[src/rtl/pipe_defs.sv]
// Shared pipeline definitions: forward-select encodings, Tuse sentinel,
// md-unit latencies and a couple of hazard helpers.
package pipe_defs;

  localparam logic [1:0] FWD_RF = 2'd0;
  localparam logic [1:0] FWD_E  = 2'd1;
  localparam logic [1:0] FWD_M  = 2'd2;
  localparam logic [1:0] FWD_W  = 2'd3;

  // A source with this Tuse is never read, so no Tnew can exceed it.
  localparam logic [1:0] TUSE_NONE = 2'd3;

  localparam int MULT_CYCLES_DEF = 5;
  localparam int DIV_CYCLES_DEF  = 10;
  localparam int MD_CNT_W        = 4;

  localparam logic [31:0] PC_DEFAULT = 32'h0000_3000;

  // Pending write of a later stage.
  typedef struct packed {
    logic [4:0] a3;
    logic [1:0] tnew;
  } pend_wr_t;

  // Result not ready in time for the consumer: must stall.
  function automatic logic wr_hazard(input logic [4:0] src, input logic [1:0] tuse,
                                     input pend_wr_t wr);
    return (src != 5'd0) && (src == wr.a3) && (wr.tnew > tuse);
  endfunction

  // Result ready now in that stage: can be forwarded.
  function automatic logic wr_ready(input logic [4:0] src, input pend_wr_t wr);
    return (src != 5'd0) && (src == wr.a3) && (wr.tnew == 2'd0);
  endfunction

  // Nearest qualifying stage wins.
  function automatic logic [1:0] fwd_pick(input logic e_hit, input logic m_hit,
                                          input logic w_hit);
    if (e_hit)      return FWD_E;
    else if (m_hit) return FWD_M;
    else if (w_hit) return FWD_W;
    else            return FWD_RF;
  endfunction

endpackage

[src/rtl/md_busy_seq.sv]
// Busy sequencer of the multi-cycle mult/div unit: IDLE/BUSY with a down-counter.
module md_busy_seq
  import pipe_defs::*;
#(
  parameter int MULT_CYCLES = MULT_CYCLES_DEF,
  parameter int DIV_CYCLES  = DIV_CYCLES_DEF
) (
  input  logic clk,
  input  logic reset,
  input  logic start,
  input  logic div,
  output logic busy
);

  localparam logic [0:0] ST_IDLE = 1'b0;
  localparam logic [0:0] ST_BUSY = 1'b1;

  logic [0:0]          state;
  logic [MD_CNT_W-1:0] cnt;

  // Load the latency on start; count down and return to IDLE on the last busy cycle.
  // A start seen while BUSY is ignored.
  always_ff @(posedge clk or negedge reset) begin
    if (!reset) begin
      state <= ST_IDLE;
      cnt   <= '0;
    end else begin
      case (state)
        ST_IDLE: if (start) begin
          state <= ST_BUSY;
          cnt   <= div ? MD_CNT_W'(DIV_CYCLES) : MD_CNT_W'(MULT_CYCLES);
        end
        default: begin
          cnt <= cnt - MD_CNT_W'(1);
          if (cnt == MD_CNT_W'(1)) state <= ST_IDLE;
        end
      endcase
    end
  end

  assign busy = (state == ST_BUSY);

endmodule

[src/rtl/pipeline_hazard_ctrl.sv]
// Stall / bubble / forward-select controller for the five-stage pipeline,
// plus md-unit busy tracking and a stall-cycle counter.
module pipeline_hazard_ctrl
  import pipe_defs::*;
#(
  parameter int MULT_CYCLES = MULT_CYCLES_DEF,
  parameter int DIV_CYCLES  = DIV_CYCLES_DEF
) (
  input  logic        clk,
  input  logic        reset,
  input  logic [4:0]  D_rs,
  input  logic [4:0]  D_rt,
  input  logic [1:0]  D_Tuse_rs,
  input  logic [1:0]  D_Tuse_rt,
  input  logic        D_md,
  input  logic [4:0]  E_A3,
  input  logic [4:0]  M_A3,
  input  logic [4:0]  W_A3,
  input  logic [1:0]  E_Tnew,
  input  logic [1:0]  M_Tnew,
  input  logic [4:0]  E_rs,
  input  logic [4:0]  E_rt,
  input  logic [4:0]  M_rt,
  input  logic        E_md_start,
  input  logic        E_md_div,
  output logic        stall,
  output logic        E_flush,
  output logic        md_busy,
  output logic [1:0]  D_fwd_rs,
  output logic [1:0]  D_fwd_rt,
  output logic [1:0]  E_fwd_rs,
  output logic [1:0]  E_fwd_rt,
  output logic        M_fwd_rt,
  output logic [31:0] stall_cnt
);

  pend_wr_t e_wr, m_wr, w_wr;
  logic     data_stall, md_stall;

  assign e_wr = '{a3: E_A3, tnew: E_Tnew};
  assign m_wr = '{a3: M_A3, tnew: M_Tnew};
  assign w_wr = '{a3: W_A3, tnew: 2'd0};   // W results are always ready

  md_busy_seq #(
    .MULT_CYCLES (MULT_CYCLES),
    .DIV_CYCLES  (DIV_CYCLES)
  ) u_md_seq (
    .clk   (clk),
    .reset (reset),
    .start (E_md_start),
    .div   (E_md_div),
    .busy  (md_busy)
  );

  // Stall: a D source whose producer in E/M is not ready in time, or an md
  // instruction meeting an occupied (or just-starting) md unit.
  always_comb begin
    data_stall = wr_hazard(D_rs, D_Tuse_rs, e_wr) || wr_hazard(D_rs, D_Tuse_rs, m_wr) ||
                 wr_hazard(D_rt, D_Tuse_rt, e_wr) || wr_hazard(D_rt, D_Tuse_rt, m_wr);
    md_stall   = D_md && (md_busy || E_md_start);
  end

  assign stall   = data_stall | md_stall;
  assign E_flush = stall;

  // Forward selects, nearest ready producer first.
  always_comb begin
    D_fwd_rs = fwd_pick(wr_ready(D_rs, e_wr), wr_ready(D_rs, m_wr), wr_ready(D_rs, w_wr));
    D_fwd_rt = fwd_pick(wr_ready(D_rt, e_wr), wr_ready(D_rt, m_wr), wr_ready(D_rt, w_wr));
    E_fwd_rs = fwd_pick(1'b0, wr_ready(E_rs, m_wr), wr_ready(E_rs, w_wr));
    E_fwd_rt = fwd_pick(1'b0, wr_ready(E_rt, m_wr), wr_ready(E_rt, w_wr));
    M_fwd_rt = wr_ready(M_rt, w_wr);
  end

  // Count stalled cycles; wraps naturally.
  always_ff @(posedge clk or negedge reset) begin
    if (!reset)     stall_cnt <= '0;
    else if (stall) stall_cnt <= stall_cnt + 32'd1;
  end

endmodule

[config.mk]
export PLATFORM = sky130hd
export DESIGN_NAME = pipeline_hazard_ctrl
export DESIGN_NICKNAME = d
export VERILOG_FILES = /design/src/rtl/pipe_defs.sv /design/src/rtl/md_busy_seq.sv /design/src/rtl/pipeline_hazard_ctrl.sv
export SDC_FILE = /design/constraint.sdc
export NUM_CORES = 1
export LEC_CHECK = 0
export ABC_AREA = 1
export ABC_CLOCK_PERIOD_IN_PS = 5200
export CAP_MARGIN = 0
export CELL_PAD_IN_SITES_DETAIL_PLACEMENT = 0
export CELL_PAD_IN_SITES_GLOBAL_PLACEMENT = 1
export CORE_UTILIZATION = 37
export CTS_CLUSTER_DIAMETER = 100
export CTS_CLUSTER_SIZE = 40
export DETAILED_ROUTE_END_ITERATION = 10
export GPL_TIMING_DRIVEN = 0
export PLACE_DENSITY = 0.95
export SLEW_MARGIN = 20
export SYNTH_ARGS = -nofsm -noshare
export SYNTH_HDL_FRONTEND = slang
export SYNTH_SLANG_ARGS = --single-unit
[constraint.sdc]
create_clock -name clk -period 5.2 [get_ports clk]
set_input_delay 1.3 -clock clk [delete_from_list [all_inputs] [get_ports clk]]
set_output_delay 1.3 -clock clk [all_outputs]
set_load 0.05 [all_outputs]
**Word-level counts from Yosys, hierarchy flattened**

Cells that the tools add are included.

- Reductions and logical operators: 34
- Shift operators: 0
- Magnitude comparators: 4
- Bitwise operators: 1
- Div/mod/pow operators: 0
- Multiply operators: 0
- Add/subtract/negate cells: 2
- Mux-type cells: 16
- Equality and inequality tests: 12

Operators by type and width:

| cell | number |
|---|---|
| $eq 5x5->1 | 11 |
| $add 32x1->32 const B | 1 |
| $reduce_bool 5->1 | 5 |
| $logic_and 1x1->1 | 22 |
| $mux 2 | 10 |
| $mux 4 | 3 |
| $gt 2x2->1 | 4 |
| $eq 4x1->1 const B | 1 |
| $logic_not 2->1 | 2 |
| $logic_or 1x1->1 | 4 |
| $sub 4x1->4 const B | 1 |
| $mux 1 | 3 |
| $reduce_bool 2->1 | 1 |
| $or 1x1->1 | 1 |

- Word-level logic and storage cells: 72
- Memories kept: 0
- Memory bits (read-only): 0
- Output and inout bits: 44
- Register bits after elaboration: 37
- RAM bits: 0
- Latch bits: 0
- Input port bits: 53

**Longest topological paths before layout**

- Depth after elaboration: 7
- Gate-level depth with buffers: 13
- Depth with buffers taken out: 11

**By module**

From an unflattened synthesis, not the netlist that was laid out.

- Cells, all modules: 518
- Area total of the unflattened synthesis: 3467.1 um^2

Modules (own cells, without submodules):

| module | cells each | instances | area an instance (um^2) |
|---|---|---|---|
| pipeline_hazard_ctrl | 484 | 1 | 3183.1 |
| md_busy_seq | 34 | 1 | 284.0 |

**Worst setup path after synthesis**

No wires, ideal clock.

- Path kind: input port to output port
- Start: input port W_A3[3]
- End: output port M_fwd_rt
- Stages on the path: 5
- Path buffers: 1
- Data arrival time: 3.321 ns
- Data required time: 3.900 ns
- Path slack: 0.579 ns
- Path through: clkbuf_1 -> inv_1 -> nand2_1 -> o211ai_1 -> nor4_1

- Word-level cells in the longest chain between the ends: 2

Ends and longest elaborated chain:

| item | line | RTL |
|---|---|---|
| start, declared | pipeline_hazard_ctrl.sv:18 | `input logic [4:0] W_A3,` |
| $eq 5x5->1 | pipe_defs.sv:33 | `return (src != 5'd0) && (src == wr.a3) && (wr.tnew == 2'd0);` |
| $logic_and 1x1->1 | pipe_defs.sv:33 |  |
| end, declared | pipeline_hazard_ctrl.sv:33 | `output logic M_fwd_rt,` |

Every way passes these cells.

**Worst setup path after layout**

- Start: input port E_Tnew[0]
- End: output port stall

- Word-level cells in the longest chain between the ends: 6

Ends and longest elaborated chain:

| item | line | RTL |
|---|---|---|
| start, declared | pipeline_hazard_ctrl.sv:19 | `input logic [1:0] E_Tnew,` |
| $gt 2x2->1 | pipe_defs.sv:28 | `return (src != 5'd0) && (src == wr.a3) && (wr.tnew > tuse);` |
| $logic_and 1x1->1 | pipe_defs.sv:28 |  |
| $logic_or 1x1->1 | pipeline_hazard_ctrl.sv:58 | `data_stall = wr_hazard(D_rs, D_Tuse_rs, e_wr) \|\| wr_hazard(D_rs, D_Tuse_rs, m_wr) \|\|` |
| $logic_or 1x1->1 (*) | pipeline_hazard_ctrl.sv:58 |  |
| $logic_or 1x1->1 (*) | pipeline_hazard_ctrl.sv:59 | `wr_hazard(D_rt, D_Tuse_rt, e_wr) \|\| wr_hazard(D_rt, D_Tuse_rt, m_wr);` |
| $or 1x1->1 (*) | pipeline_hazard_ctrl.sv:63 | `assign stall = data_stall \| md_stall;` |
| end, declared | pipeline_hazard_ctrl.sv:26 | `output logic stall,` |

Every way passes the cells marked *; elsewhere a longest branch is shown, timed or not.

==> impl_metrics.toml <==
[run_status]
status = "finished, final reports clean"

[timing]
tightest_slew_ns = 0.5350
relSlewSlack_pct = 64.22
fin_crit_sh_pct = 94.45
layout_min_cycle_time_ns = 4.911
hold_ws_ns = 0.5650
hold_viol_final = 0
max_freq_mhz = 203.6
fin_skew_ns = 0.009316
slew_viol_final = 0
setup_viol = 0
final.setup.tns_ns = 0
rsz0062_at_grt = "false"

[drt]
viasPerCell = 4.881
drt_pass1_iterations = 4
antenna_left = 0
drtIter0Drc = 222
drc = 0
routed_wl_mm = 9.746
vias = 3734
routedWlPerCell_um = 12.74

[grt]
overflow = 0
grt_pass1_wl_mm = 16.93
grt_antenna_before_repair = 0
grt_max_degree = 24
grt_pass1_vias = 3717
grt_usage_pct = 20.88

[layout]
n_antenna_cell = 0
finalNetCount = 699
final_util_pct = 50.87
postLayoutCellArea_um2 = 4701
fillers = 916
area_growth_pct = 32.99
drive_gt1_share_pct = 5.975
final_cells = 765

[min_path]
hp-class = "reg2reg"

[pwr]
pwr-share-clk_pct = 18.6
p_leak_uw = 0.002169
combPwrFrac_pct = 46.1
power.switching_uw = 452.7
peakVddDrop_uv = 133.7
p_sw_share_pct = 42.29
p_int_uw = 617.9
p_seq_share_pct = 35.3
cellPowerDensity_nw_per_um2 = 227.8

[clock_tree]
post_cts_buffers = 0
cts_made_buffers = 5
clock_sinks = 37
clk_pin_slew_ns = 0.07
clockBufferDepth = 2
cts.htree.levels = 2
cts_tree = "built"
cts-root-buf = "clkbuf_8"
clkLatencyLatePin_ns = 0.29

[critical_path]
cp.arrival_ns = 3.61
crit_path_max_fanout = 11
critPathLaunchType = "primary input"
path_buf_inv = 5
crit_slowest_cell = "clkdlybuf4s50_1"
worstPathRequired_ns = 3.90
path_cells = "clkdlybuf4s50_1 > inv_1 > ha_1 > nand2_1 > o21ai_0 > nor3_2 > nor2_4 > nand2_4 > buf_6 > buf_4 > dlygate4sd2_1"
cp_top_family = "buffers and inverters"
endpoint_kind = "primary output"
critPathKind = "in2out"
slowest_delay_ns = 0.52

[placement]
dp_hpwl_mm = 7.852
io_buffer_count = 90
globalplace.congestion = 0.9170
dpl.cell_count = 757
placed_cell_area_um2 = 4619

[die]
die-area_um2 = 9948
row_count = 35
io_pins = 97
die_width_um = 99.74
coreArea_um2 = 9240
dieHeight_um = 99.74
initial_core_util_pct = 38.25

[logic_synthesis]
ys_types = 38
syn_inst = 537
yosys_warnings = 0
synth_seq_cells = 37
synth_edf_count = 0
yosysSeqAreaShare_pct = 26.19
syn-cell-area_um2 = 3535
synthFlopType = "dfrtp_1"
async_flop_share_pct = 100.0
synth.avg_cell_area_um2 = 6.582
syn_nets = 601

[job]
drv_cap = 0
==> per-stage QoR <==
step                      worst slack (ns)  power, µW
final                               0.2887       1071
after global routing               0.09835       1148
after CTS                          0.05260       1077
after detailed placement          -0.03299      880.1
after global placement            -0.01099      866.6
after floorplan                     0.5794      705.1
==> state kept, by name, indices dropped and copies added (netlist names) <==
register / count
u_md_seq.cnt: 4
u_md_seq.busy: 1
stall_cnt: 32
==> metal layers <==
layer | share of wire [%] | vias up | global-route usage [%]
li1 | - | 1904 | -
met1 | 45 | 1693 | 26.70
met2 | 48 | 122 | 35.81
met3 | 5.4 | 15 | 3.233
met4 | 1.9 | 0 | 6.900
met5 | 0 | - | 0
==> timing repair <==
action,CTS,global route
setup endpoints to repair,1,1
hold buffers,0,0
resized for setup,1,1
pin swaps,0,0
==> synthesized netlist by cell type, types with 2 or more instances <==
cell type / number / area [µm²]
a21oi_1: 15 / 75.07
buf_2: 3 / 15.01
buf_4: 3 / 22.52
buf_6: 3 / 33.78
clkbuf_1: 4 / 15.01
clkbuf_2: 2 / 10.01
dfrtp_1: 37 / 925.9
ha_1: 11 / 137.6
inv_1: 54 / 202.7
inv_2: 5 / 18.77
nand2_1: 174 / 653.1
nand3_1: 49 / 245.2
nand3_2: 3 / 30.03
nand3b_1: 3 / 22.52
nand4_1: 8 / 50.05
nor2_1: 48 / 180.2
nor2_2: 3 / 18.77
nor2_4: 2 / 22.52
nor3_1: 15 / 75.07
nor3_2: 3 / 30.03
nor4_1: 2 / 12.51
o211ai_1: 5 / 37.54
o21ai_0: 7 / 35.03
o22ai_1: 2 / 12.51
o31ai_1: 2 / 15.01
xnor2_1: 37 / 324.1
xor2_1: 26 / 227.7
==> worst register-to-register path: cells and delay by family (launching register included) <==
family / cells / cell delay [ns]
xor+xnor: 1 / 0.15
fa+ha+maj: 1 / 0.25
flops: 1 / 0.47
simple gates: 6 / 0.94
==> kinds of logic after synthesis <==
| family | Yosys count | synth area share [%] |
|---|---|---|
| AOI/OAI and AO/OA | 36 | 5.982 |
| xor gates and xnor gates | 63 | 15.61 |
| adders and majority gates | 11 | 3.894 |
| buffers and inverters | 75 | 9.203 |
| DFF | 37 | 26.19 |
| and+or+nand+nor | 315 | 39.12 |
==> cells in the final DEF, fill, tap and decap left out, drive strengths merged <==
cell type and count:
clkdlybuf4s50 87, nand3 52, a21oi 15, nor2 53, or2 2, dlymetal6s2s 1, a41oi 1, o211ai 5
dfrtp 37, clkbuf 15, o31ai 2, a31oi 1, o21a 1, nor3 18, o22ai 2, nand4 9
nand3b 3, and3 1, buf 11, nor4 2, dlygate4sd2 1, nand2 175, inv 59, xnor2 37
o21ai 8, ha 11, o221ai 1, xor2 26
==> area by class of cell <==
type,instances,area [µm²],area share [%]
multi-input combinational,425,2283,48.58
clock buffer,8,80.08,1.703
buffer,16,103.9,2.209
sequential,37,925.9,19.70
tap,129,161.4,3.434
inverter,59,221.5,4.711
timing repair buffer,91,924.6,19.67
==> final timing paths <==
| path | startpoint | endpoint | slack, ns | cells after the start |
|---|---|---|---|---|
| max | E_Tnew[0] | stall | 0.29 | 11 |
| min | u_md_seq.cnt[3] | u_md_seq.cnt[3] | 0.57 | 2 |
| max reg2reg | stall_cnt[0] | stall_cnt[30] | 3.29 | 8 |
| min reg2reg | u_md_seq.cnt[3] | u_md_seq.cnt[3] | 0.57 | 2 |
| max in group asynchronous | reset | stall_cnt[31] | 3.83 | 2 |
| min in group asynchronous | reset | stall_cnt[8] | 0.92 | 1 |
==> power groups by stage <==
stage	Clock, µW	Combinational, µW	Sequential, µW
6_report	199	493	378
5_1_grt	214	548	385
4_1_cts	201	497	379
3_5_place_dp	0	496	384
3_3_place_gp	0	484	383
2_1_floorplan	0	257	448
Power figures use the tool's default switching activity.
